## config.mk

```make
export PLATFORM = sky130hd
export DESIGN_NAME = stack_flit_arbiter
export DESIGN_NICKNAME = d
export VERILOG_FILES = /design/src/rtl/stack_pkg.sv /design/src/rtl/stack_flit_reg.sv /design/src/rtl/stack_flit_arbiter.sv
export SDC_FILE = /design/constraint.sdc
export NUM_CORES = 1
export LEC_CHECK = 0
export ABC_AREA = 1
export BUFFER_PORTS_ARGS = -buffer_cell sky130_fd_sc_hd__buf_2
export CAP_MARGIN = 10
export CORE_AREA = 2 2 47 49
export DETAILED_ROUTE_END_ITERATION = 16
export DIE_AREA = 0 0 49 51
export PLACE_DENSITY = 0.8
export SLEW_MARGIN = 30
export SYNTH_ARGS = -nofsm -noshare
export SYNTH_HDL_FRONTEND = slang
export SYNTH_SLANG_ARGS = --single-unit
```

## constraint.sdc

```tcl
create_clock -name clk -period 2.8 [get_ports clk]
set_clock_uncertainty 0.15 [all_clocks]
set_input_delay 0.28 -clock clk [delete_from_list [all_inputs] [get_ports clk]]
set_output_delay 0.28 -clock clk [all_outputs]
set_load 0.01 [all_outputs]
```

## src/rtl/stack_pkg.sv

```systemverilog
// Shared types and constants for the stack core flit merge points and link serializers.
package stack_pkg;

   localparam int FLIT_W   = 11;
   localparam int TAIL_BIT = FLIT_W - 1;

   typedef enum logic [1:0] {
      IDLE = 2'd0,
      TOP  = 2'd1,
      BOT  = 2'd2
   } arb_state_e;

endpackage

```

## src/rtl/stack_flit_reg.sv

```systemverilog
// Single-entry valid/ready output register; can_load_o says the slot may take a new flit this cycle.
module stack_flit_reg #(
   parameter int W = stack_pkg::FLIT_W
) (
   input  logic         clk_i,
   input  logic         rst_i,
   input  logic         load_i,
   input  logic [W-1:0] data_i,
   input  logic         ready_i,
   output logic         valid_o,
   output logic [W-1:0] data_o,
   output logic         can_load_o
);

   logic         valid_q, valid_d;
   logic [W-1:0] data_q, data_d;

   assign can_load_o = !valid_q || ready_i;
   assign valid_o    = valid_q;
   assign data_o     = data_q;

   always_comb begin
      valid_d = valid_q;
      data_d  = data_q;
      if (load_i) begin
         valid_d = 1'b1;
         data_d  = data_i;
      end else if (ready_i) begin
         valid_d = 1'b0;
      end
   end

   always_ff @(posedge clk_i or posedge rst_i) begin
      if (rst_i) begin
         valid_q <= 1'b0;
         data_q  <= '0;
      end else begin
         valid_q <= valid_d;
         data_q  <= data_d;
      end
   end

endmodule

```

## src/rtl/stack_flit_arbiter.sv

```systemverilog
// Packet-granular round-robin merge of the top and bottom link flit streams toward BD.
// Optional per-input packet counters are built when STACK_ARB_COUNT_EN is defined.
//
// state | meaning
// IDLE  | no owner; pick next owner from valids and last served input
// TOP   | top link owns the output until its tail flit is accepted
// BOT   | bottom link owns the output until its tail flit is accepted
module stack_flit_arbiter #(
   parameter int FLIT_W = stack_pkg::FLIT_W
`ifdef STACK_ARB_COUNT_EN
   ,
   parameter int CNT_W  = 16
`endif
) (
   input  logic              clk,
   input  logic              reset,
   input  logic [FLIT_W-1:0] top_data,
   input  logic              top_valid,
   output logic              top_ready,
   input  logic [FLIT_W-1:0] bot_data,
   input  logic              bot_valid,
   output logic              bot_ready,
   output logic [FLIT_W-1:0] out_data,
   output logic              out_valid,
   input  logic              out_ready,
   output logic [1:0]        grant
`ifdef STACK_ARB_COUNT_EN
   ,
   output logic [CNT_W-1:0]  top_pkt_count,
   output logic [CNT_W-1:0]  bot_pkt_count
`endif
);
   import stack_pkg::*;

   localparam int TAIL = FLIT_W - 1;

   arb_state_e        state_q, state_d;
   arb_state_e        last_q, last_d;
   logic              can_load;
   logic              sel_valid;
   logic [FLIT_W-1:0] sel_data;
   logic              accept;
   logic              pkt_done;

   assign sel_data  = (state_q == BOT) ? bot_data : top_data;
   assign sel_valid = (state_q == TOP) ? top_valid :
                      (state_q == BOT) ? bot_valid : 1'b0;
   assign accept    = sel_valid && can_load;
   assign pkt_done  = accept && sel_data[TAIL];

   assign top_ready = (state_q == TOP) && can_load;
   assign bot_ready = (state_q == BOT) && can_load;
   assign grant     = {state_q == BOT, state_q == TOP};

   // Ties go to whichever input was not served last; last resets to BOT so top wins first.
   always_comb begin
      state_d = state_q;
      last_d  = last_q;
      unique case (state_q)
         IDLE: begin
            if (top_valid && (!bot_valid || last_q == BOT)) begin
               state_d = TOP;
            end else if (bot_valid) begin
               state_d = BOT;
            end
         end
         TOP, BOT: begin
            if (pkt_done) begin
               state_d = IDLE;
               last_d  = state_q;
            end
         end
         default: state_d = IDLE;
      endcase
   end

   always_ff @(posedge clk or posedge reset) begin
      if (reset) begin
         state_q <= IDLE;
         last_q  <= BOT;
      end else begin
         state_q <= state_d;
         last_q  <= last_d;
      end
   end

   stack_flit_reg #(
      .W (FLIT_W)
   ) u_out_reg (
      .clk_i      (clk),
      .rst_i      (reset),
      .load_i     (accept),
      .data_i     (sel_data),
      .ready_i    (out_ready),
      .valid_o    (out_valid),
      .data_o     (out_data),
      .can_load_o (can_load)
   );

`ifdef STACK_ARB_COUNT_EN
   logic [CNT_W-1:0] top_cnt_q, top_cnt_d;
   logic [CNT_W-1:0] bot_cnt_q, bot_cnt_d;

   always_comb begin
      top_cnt_d = top_cnt_q;
      bot_cnt_d = bot_cnt_q;
      if (pkt_done && state_q == TOP) begin
         top_cnt_d = top_cnt_q + CNT_W'(1);
      end
      if (pkt_done && state_q == BOT) begin
         bot_cnt_d = bot_cnt_q + CNT_W'(1);
      end
   end

   always_ff @(posedge clk or posedge reset) begin
      if (reset) begin
         top_cnt_q <= '0;
         bot_cnt_q <= '0;
      end else begin
         top_cnt_q <= top_cnt_d;
         bot_cnt_q <= bot_cnt_d;
      end
   end

   assign top_pkt_count = top_cnt_q;
   assign bot_pkt_count = bot_cnt_q;
`endif

endmodule

```

==> results of run 1 <==
-- how the worst min path moves through the flow --
stage / startpoint / to
after global placement: reset / u_out_reg.data_o[10]
after detailed placement: reset / u_out_reg.data_o[10]
after global routing: top_data[5] / u_out_reg.data_o[5]
after CTS: top_data[6] / u_out_reg.data_o[6]
final: top_data[6] / u_out_reg.data_o[6]
after floorplan: reset / last_q[0]
-- worst reg2reg max path, stage by stage, from the launching register on --
cell and delay [ns]:
dfrtp_1 0.43, inv_1 0.10, ha_1 0.43, nand3_1 0.12, nand2_1 0.12, nand2_2 0.27, o31ai_1 0.30
-- stage by stage --
step	total power [mW]	cell area [sq um]	utilization [%]	hold WS [ns]
2_1_floorplan	0.843	883	-	0.0430
3_3_place_gp	0.987	1100	53.3	0.227
3_5_place_dp	1.00	1100	53.3	0.235
4_1_cts	1.13	1140	55.1	0.129
5_1_grt	1.22	1140	55.1	0.136
6_report	1.12	1140	55.1	0.136
-- synthesized netlist by cell type (all sizes together) --
| library cell | number |
|---|---|
| a21oi | 1 |
| buf | 4 |
| dfrtp | 15 |
| dfstp | 1 |
| ha | 3 |
| inv | 10 |
| nand2 | 30 |
| nand3 | 4 |
| nor2 | 25 |
| o21ai | 3 |
| o31ai | 10 |
| or2 | 1 |
-- registers in the layout (all words and copies together), names as in the netlist --
name	count
u_out_reg.data_o	11
last_q	2
state_q	2
u_out_reg.valid_o	1
-- layer usage --
| metal | track usage [%] | vias up | part of all wire (%) |
|---|---|---|---|
| li1 | - | 426 | - |
| met1 | 20.7 | 386 | 46 |
| met2 | 29.9 | 34 | 46 |
| met3 | 4.68 | 2 | 8.2 |
| met4 | 4.29 | 0 | 0.26 |
| met5 | 0 | - | 0 |
-- power by group --
| part | leakage, nW | switching, mW | internal, mW | total (mW) |
|---|---|---|---|---|
| clock | 0.0150 | 0.0681 | 0.0552 | 0.123 |
| combinational | 0.434 | 0.360 | 0.233 | 0.593 |
| sequential | 0.199 | 0.0569 | 0.344 | 0.401 |
| total | 0.648 | 0.485 | 0.633 | 1.12 |
-- cell usage in the layout (no fill, tap or decap) --
cell and instances:
clkbuf_1 1, nor2_1 25, o31ai_1 2, a21oi_1 1, nand3_2 1, clkbuf_4 3, dlygate4sd3_1 1, or2_4 1
o31ai_2 8, o21ai_0 3, ha_1 3, nand2_2 1, dfrtp_1 15, nand2_1 29, inv_1 10, nand3_1 3
dfstp_2 1, buf_2 42
-- logic make-up (layout without fill, tap and decap cells) --
kind of cell | count (synthesis) | after routing | synth area share (%)
AO/OA/AOI/OAI | 14 | 14 | 15.3
adder cells (fa/ha/maj) | 3 | 3 | 4.25
buffers and inverters | 14 | 57 | 7.51
flip-flops | 16 | 16 | 45.5
AND/OR/NAND/NOR | 60 | 60 | 27.5
-- area by class of cell --
| class | instances | area, sq um | share of cell area, % |
|---|---|---|---|
| multi-input cells | 77 | 415 | 36.6 |
| flip-flops and latches | 16 | 402 | 35.4 |
| repair buffers | 43 | 220 | 19.4 |
| inverters | 10 | 37.5 | 3.30 |
| well taps | 28 | 35.0 | 3.08 |
| clock buffers | 4 | 26.3 | 2.31 |
==> impl_metrics.tcl, run 1 <==
set metrics [dict create \
    pwr_density_cell_nw_per_um2 984 \
    setup_viol 0 \
    area_growth_pct 28.6 \
    dp.final_hpwl_mm 1.57 \
    worst_skew_pair.late_latency_ns 0.28 \
    vdd.ir_drop.worst_mv 0.418 \
    clk_pin_slew_ns 0.09 \
    cp_cell_sequence "inv_1 -> ha_1 -> inv_1 -> nor2_1 -> buf_2" \
    overflow 0 \
    placedCellCount 173 \
    grt_start_max_net_pins 23 \
    floorplan.initialDensity_pct 42.8 \
    post_cts.repair.setup_buffers 0 \
    max_root_sink_buffers 2 \
    min-delay-path-class "in -> reg" \
    crit_path_frequent_cell "inv_1" \
    routed_wl_mm 1.96 \
    max_cap_violations 0 \
    htree_levels 1 \
    fp-row-count 17 \
    grt_antenna_before_repair 0 \
    number_of_max_slew_violations_in_the_final_report 0 \
    mappedNetlistNets 137 \
    critical_path_class "reg -> out" \
    instances_no_fill 178 \
    r2r_setup_slack_ns 0.78 \
    route.vias.total 848 \
    pin_count 43 \
    minimum_period_implied_by_the_final_worst_setup_slack_ns 2.29 \
    rsz0062_at_grt "no" \
    remaining_antenna_violation_count 0 \
    worst_setup_path_endpoint "bot_ready" \
    critical_path_required_ns 2.37 \
    numCtsBuffers 3 \
    post_cts_sizing 0 \
    worstPathBufferInverterCount 3 \
    netlist-cell-type-count 17 \
    hold_violations 0 \
    die-height_microns 51 \
    die-width_microns 49 \
    run_status "complete, no violations" \
    rr_endpoint "u_out_reg.data_o[6]" \
    grt_pass1_vias 747 \
    power_leakage_nw 0.648 \
    place_worst_setup_slack_ns 0.796 \
    fillCellCount 195 \
    hold_buffers 1 \
    total_track_usage_pct 17.0 \
    critical_path.reg2reg.startpoint "state_q[0]" \
    design.die.area_sq_um 2500 \
    worst-path-max-fanout 14 \
    setup.worst_path.start_class "flop" \
    ys_seq_elements 16 \
    post_synthesis_cell_count 107 \
    worstPathArrival_ns 1.86 \
    drt_iter0_drc 20 \
    timing.critical_path.max_delay_family "buffers and inverters" \
    synth_top_cells_by_area "dfrtp_1 42%, nand2_1 12%, o31ai_2 11%" \
    worst_hold_path.num_cells 3 \
    proportion_of_layout_cells_with_a_drive_suffix_above_1_pct 38.0 \
    synthDominantAreaCellType "dfrtp_1" \
    sinks_on_clock_net 16 \
    clock.fmax_mhz 437 \
    antennaDiodeCount 0 \
    grt_first_pass_wirelength_mm 3.21 \
    min_period_over_period_pct 81.7 \
    worst_pin_slew_ns 0.600 \
    critical_path_depth 5 \
    ys.warnings.count 0 \
    drt-vias-per-instance 4.76 \
    synth_top_area_share_pct 42.5 \
    drc 0 \
    synth-seq-area-share_pct 45.5 \
    wire_per_inst_microns 11.0 \
    first_pass_iters 4 \
    worstSetupEndpointType "primary output" \
    numPortBuffers 42 \
    final_net_count 181 \
    cp_slowest_stage_delay_ns 0.43 \
    worst_slew_margin_rel_pct 59.9 \
    coreArea_sq_um 2060 \
    tritoncts "done" \
    clockRootBuffer "clkbuf_4" \
    reg2reg_depth 6 \
    avgSynthCellArea_sq_um 8.26 \
    synth.cell_area_sq_um 883 \
    critical-path-slowest-cell "dfrtp_1" \
    critical_path_source "state_q[0]" \
    setup_tns_ns 0 \
    postLayoutSetupSlackWorst_ns 0.511 \
    globalplace.congestion 0.902 \
]
Power figures use the tool's default switching activity.
==> run 2, diff against run 1 <==
--- a/config.mk
+++ b/config.mk
@@ -8,10 +8,10 @@
 export ABC_AREA = 1
 export BUFFER_PORTS_ARGS = -buffer_cell sky130_fd_sc_hd__buf_2
 export CAP_MARGIN = 10
-export CORE_AREA = 2 2 47 49
+export CORE_AREA = 2 2 48 50
 export DETAILED_ROUTE_END_ITERATION = 16
-export DIE_AREA = 0 0 49 51
-export PLACE_DENSITY = 0.8
+export DIE_AREA = 0 0 50 52
+export PLACE_DENSITY = 0.77
 export SLEW_MARGIN = 30
 export SYNTH_ARGS = -nofsm -noshare
 export SYNTH_HDL_FRONTEND = slang
==> constraint.sdc (replaced) <==
create_clock -name clk -period 2.16 [get_ports clk]
set_clock_uncertainty 0.15 [all_clocks]
set_input_delay 0.216 -clock clk [delete_from_list [all_inputs] [get_ports clk]]
set_output_delay 0.216 -clock clk [all_outputs]
set_load 0.01 [all_outputs]
==> run 2 against run 1 <==
Effect of this change: utilization is 0.40 points lower; power is 32% higher; die area increased by 4.0%.
==> impl_metrics.tcl, run 2 (synthesis gave the netlist of run 1 again) <==
set metrics [dict create \
    report.power.total_mw 1.48 \
    critical_path_required_ns 1.79 \
    remaining_antenna_violation_count 0 \
    wire_per_inst_microns 11.1 \
    post_cts.repair.setup_buffers 0 \
    run_status "complete, no violations" \
    tritoncts "done" \
    globalplace.congestion 0.972 \
    numCtsBuffers 3 \
    pwr-share-comb_pct 54.2 \
    grt_antenna_before_repair 0 \
    routed_wl_mm 1.99 \
    floorplan.initialDensity_pct 41.9 \
    setup.worst_path.start_class "flop" \
    drt_iter0_drc 23 \
    min_period_over_period_pct 95.7 \
    worst_hold_path.num_cells 3 \
    clockRootBuffer "clkbuf_4" \
    pin_count 43 \
    total_switching_power_uw 636 \
    area_growth_pct 30.3 \
    die-width_microns 50 \
    commonest_cells_after_routing_fill_and_taps_aside "42 x buf_2, 29 x nand2_1, 25 x nor2_1, 15 x dfrtp_1, 10 x inv_1" \
    worst_pin_slew_ns 0.600 \
    fp-row-count 17 \
    power.share.switching_pct 43.1 \
    coreArea_sq_um 2110 \
    critical_path.reg2reg.startpoint "state_q[0]" \
    max_root_sink_buffers 2 \
    proportion_of_layout_cells_with_a_drive_suffix_above_1_pct 38.8 \
    final_net_count 183 \
    clock.fmax_mhz 484 \
    max_cap_violations 0 \
    grt_first_pass_wirelength_mm 3.31 \
    crit_path_frequent_cell "inv_1" \
    setup_tns_ns 0 \
    route.vias.total 849 \
    pwr_density_cell_nw_per_um2 1280 \
    drc 0 \
    worstSetupEndpointType "primary output" \
    total_track_usage_pct 16.9 \
    hold_buffers 1 \
    drt-vias-per-instance 4.72 \
    post_cts_sizing 0 \
    r2r_setup_slack_ns 0.26 \
    min-delay-path-class "in -> reg" \
    vdd.ir_drop.worst_mv 0.639 \
    worst_slew_margin_rel_pct 59.9 \
    rsz0062_at_grt "no" \
    htree_levels 1 \
    number_of_flip_flops_under_the_largest_register_name 11 \
    design.die.area_sq_um 2600 \
    worstPathArrival_ns 1.70 \
    first_pass_iters 4 \
    p_int_uw 841 \
    hold_end "u_out_reg.data_o[6]" \
    power_leakage_nw 0.658 \
    antennaDiodeCount 0 \
    reg2reg_depth 6 \
    minimum_period_implied_by_the_final_worst_setup_slack_ns 2.07 \
    numPortBuffers 42 \
    worst_skew_pair.late_latency_ns 0.28 \
    worst-path-max-fanout 11 \
    rr_endpoint "u_out_reg.data_o[5]" \
    hold_violations 0 \
    setup_viol 0 \
    clk_pin_slew_ns 0.09 \
    cp_slowest_stage_delay_ns 0.43 \
    hold_path_startpoint "top_data[6]" \
    worstPathBufferInverterCount 4 \
    grt_start_max_net_pins 23 \
    grt_pass1_vias 786 \
    timing.critical_path.max_delay_family "buffers and inverters" \
    dp.final_hpwl_mm 1.52 \
    critical_path_class "reg -> out" \
    number_of_max_slew_violations_in_the_final_report 0 \
    sinks_on_clock_net 16 \
    power.share.sequential_pct 35.0 \
    critical-path-slowest-cell "dfrtp_1" \
    cp_cell_sequence "inv_1 -> ha_1 -> inv_1 -> buf_4 -> nor2_1 -> buf_2" \
    overflow 0 \
    clkPwrFrac_pct 10.8 \
    most_common_cell_after_layout_fill_and_taps_aside "buf_2" \
    die-height_microns 52 \
]
## run 2: cell types whose count changed in the layout (fill, tap and decap cells not counted)
cell,delta
buf_4,+2
## run 2: metrics by stage
| stage | worst slack [ns] | hold slack, ns | cells | instance area [sq um] | utilization (%) |
|---|---|---|---|---|---|
| 6_report | 0.0919 | 0.0611 | 180 | 1150 | 54.7 |
| 5_1_grt | 0.00943 | 0.0540 | 180 | 1150 | 54.7 |
| 3_3_place_gp | 0.396 | 0.155 | 175 | 1110 | 52.9 |
| 3_5_place_dp | 0.297 | 0.165 | 175 | 1110 | 52.9 |
| 2_1_floorplan | 0.623 | -0.0210 | 107 | 883 | - |
| 4_1_cts | 0.119 | 0.0556 | 180 | 1150 | 54.7 |
## run 2: worst reg2reg max path, stage by stage, from the launching register on
cell and delay (ns):
dfrtp_1 0.43, inv_1 0.10, ha_1 0.33, nand3_1 0.11
nand2_1 0.13, nand2_2 0.28, o31ai_1 0.29
## run 2: metal layers
layer | track usage (%) | wire length [microns] | vias up
met5 | 0 | 0 | -
met4 | 6.94 | 0 | 0
met3 | 3.16 | 180 | 0
met2 | 27.4 | 914 | 42
met1 | 22.0 | 895 | 378
li1 | - | - | 429
## run 2: layout make-up
| type | instances | area (sq um) |
|---|---|---|
| Clock buffer | 4 | 26.3 |
| Multi-Input combinational cell | 77 | 415 |
| Sequential cell | 16 | 402 |
| Inverter | 10 | 37.5 |
| Fill cell | 202 | 955 |
| Tap cell | 28 | 35.0 |
| Timing Repair Buffer | 45 | 235 |
## run 2: power by group through the flow
| stage | Sequential (mW) | Combinational, mW | Clock (mW) |
|---|---|---|---|
| detailed placement | 0.524 | 0.805 | 0 |
| global placement | 0.519 | 0.787 | 0 |
| finish | 0.517 | 0.801 | 0.159 |
| CTS | 0.518 | 0.808 | 0.168 |
| floorplan | 0.573 | 0.520 | 0 |
| global route | 0.531 | 0.899 | 0.183 |
## run 2: worst max-delay path by stage
stage / cells past startpoint / from / slack, ns / end
after floorplan: 8 / state_q[0] / 0.62 / u_out_reg.data_o[8]
after CTS: 6 / state_q[0] / 0.12 / bot_ready
final: 6 / state_q[0] / 0.09 / bot_ready
after global routing: 6 / state_q[0] / 0.009 / bot_ready
after global placement: 6 / state_q[0] / 0.40 / u_out_reg.data_o[5]
after detailed placement: 6 / state_q[0] / 0.30 / u_out_reg.data_o[5]
==> run 3, diff against run 2 <==
--- a/config.mk
+++ b/config.mk
@@ -8,9 +8,9 @@
 export ABC_AREA = 1
 export BUFFER_PORTS_ARGS = -buffer_cell sky130_fd_sc_hd__buf_2
 export CAP_MARGIN = 10
-export CORE_AREA = 2 2 48 50
+export CORE_AREA = 5 5 51 53
 export DETAILED_ROUTE_END_ITERATION = 16
-export DIE_AREA = 0 0 50 52
+export DIE_AREA = 0 0 56 58
 export PLACE_DENSITY = 0.77
 export SLEW_MARGIN = 30
 export SYNTH_ARGS = -nofsm -noshare
==> run 3 against run 2 <==
Effect of this change: non-clock buffer count unchanged; die area up 25%; clock power up 21%; largest power group unchanged; highest routed layer is now met4.
==> impl_metrics.tcl, run 3 (synthesis gave the netlist of run 1 again) <==
set metrics [dict create \
    cp_slowest_stage_delay_ns 0.42 \
    clkPwrFrac_pct 12.6 \
    total_track_usage_pct 12.9 \
    clock.fmax_mhz 507 \
    pwr_density_cell_nw_per_um2 1310 \
    grt_pass1_vias 804 \
    number_of_max_slew_violations_in_the_final_report 0 \
    final.hold.worst_slack_ns 0.0717 \
    floorplan.initialDensity_pct 41.9 \
    drt_iter0_drc 26 \
    run_status "complete, no violations" \
    grt_first_pass_wirelength_mm 3.39 \
    die-height_microns 58 \
    crit_path_frequent_cell "inv_1" \
    die-width_microns 56 \
    hold_violations 0 \
    coreArea_sq_um 2110 \
    drt-vias-per-instance 4.82 \
    total_switching_power_uw 650 \
    worst_pin_slew_ns 0.608 \
    pwr-share-comb_pct 53.5 \
    worstPathArrival_ns 1.60 \
    area_growth_pct 31.7 \
    post_cts.repair.setup_buffers 0 \
    worst-path-max-fanout 11 \
    routed_wl_mm 2.11 \
    final_std_cell_area_no_fill_sq_um 1160 \
    min_period_over_period_pct 91.2 \
    area.sequential_sq_um 402 \
    pin_count 43 \
    dp.final_hpwl_mm 1.68 \
    worst_skew_pair.late_latency_ns 0.28 \
    clockRootBuffer "clkbuf_4" \
    antennaDiodeCount 0 \
    report.power.total_mw 1.53 \
    worst_slew_margin_rel_pct 59.4 \
    overflow 0 \
    max_root_sink_buffers 2 \
    grt_start_max_net_pins 23 \
    tritoncts "done" \
    fp-row-count 17 \
    number_of_flip_flops_under_the_largest_register_name 11 \
    multiInputGateArea_sq_um 418 \
    critical-path-slowest-cell "dfrtp_1" \
    most_common_cell_after_layout_fill_and_taps_aside "buf_2" \
    numPortBuffers 42 \
    worstSetupEndpointType "primary output" \
    timing.critical_path.max_delay_family "buffers and inverters" \
    detailed_place.area_sq_um 1110 \
    p_int_uw 875 \
    route.vias.total 867 \
    minimum_period_implied_by_the_final_worst_setup_slack_ns 1.97 \
    worstPathBufferInverterCount 4 \
    clk_pin_slew_ns 0.09 \
    instances_no_fill 180 \
    place_worst_setup_slack_ns 0.268 \
    max_cap_violations 0 \
    commonest_cells_after_routing_fill_and_taps_aside "42 x buf_2, 29 x nand2_1, 25 x nor2_1, 15 x dfrtp_1, 10 x inv_1" \
    grt_antenna_before_repair 0 \
    rsz0062_at_grt "no" \
    globalplace.congestion 0.920 \
    first_pass_iters 4 \
    critical_path_required_ns 1.79 \
    placedCellCount 175 \
    drc 0 \
    wire_per_inst_microns 11.7 \
    htree_levels 1 \
    vdd.ir_drop.worst_mv 0.732 \
    proportion_of_layout_cells_with_a_drive_suffix_above_1_pct 40.1 \
    min-delay-path-class "in -> reg" \
    fillCellCount 214 \
    numCtsBuffers 3 \
    setup.worst_path.start_class "flop" \
    utilization_pct 55.3 \
    setup_tns_ns 0 \
    power.share.sequential_pct 33.9 \
    sinks_on_clock_net 16 \
    postLayoutSetupSlackWorst_ns 0.189 \
    power.share.switching_pct 42.6 \
    remaining_antenna_violation_count 0 \
    power_leakage_nw 0.662 \
    design.die.area_sq_um 3250 \
    critical_path_class "reg -> out" \
    final_net_count 183 \
    cp_cell_sequence "inv_1 -> ha_2 -> inv_1 -> buf_4 -> nor2_1 -> buf_2" \
    setup_viol 0 \
]
==> run 3: cell counts in the layout (fill, tap and decap cells not counted) <==
Identical to the previous run, type by type.
==> run 3: final cells by class <==
| type | count | share of cell area [%] |
|---|---|---|
| Tap cell | 28 | 3.01 |
| Sequential cell | 16 | 34.5 |
| Inverter | 10 | 3.23 |
| Multi-Input combinational cell | 77 | 35.9 |
| Clock buffer | 4 | 3.12 |
| Timing Repair Buffer | 45 | 20.2 |
==> run 3: worst min-delay path: stages <==
cell and delay, ns:
buf_2 0.10, nor2_1 0.08, o31ai_1 0.08
==> run 3: final timing paths <==
check                      slack [ns]                 start                    to  cells after the start
min reg2reg                      0.33  u_out_reg.data_o[10]  u_out_reg.data_o[10]                      2
min in group asynchronous        0.39                 reset   u_out_reg.data_o[2]                      3
max reg2reg                      0.33            state_q[0]   u_out_reg.data_o[5]                      6
max in group asynchronous        1.07                 reset            state_q[1]                      3
max                              0.19            state_q[0]             bot_ready                      6
min                              0.07           top_data[6]   u_out_reg.data_o[6]                      3
==> run 3: what timing repair did <==
item                                    in CTS  in global routing
endpoints found under the setup margin       0                  1
gates resized for setup                      0                  1
hold endpoints to repair                    15                  0
hold buffers                                 1                  0
==> run 3: power by group through the flow <==
stage / logic (mW) / registers [mW] / clock network [mW]
2_1_floorplan: 0.520 / 0.573 / 0
3_3_place_gp: 0.794 / 0.519 / 0
3_5_place_dp: 0.817 / 0.524 / 0
4_1_cts: 0.822 / 0.517 / 0.201
5_1_grt: 0.914 / 0.535 / 0.212
6_report: 0.816 / 0.518 / 0.192
==> run 3: layer usage <==
layer | up-vias | track usage [%] | wire length (microns)
met1 | 390 | 15.9 | 942
met4 | 0 | 3.05 | 23
li1 | 431 | - | -
met5 | - | 0 | 0
met3 | 4 | 5.57 | 231
met2 | 42 | 21.0 | 916
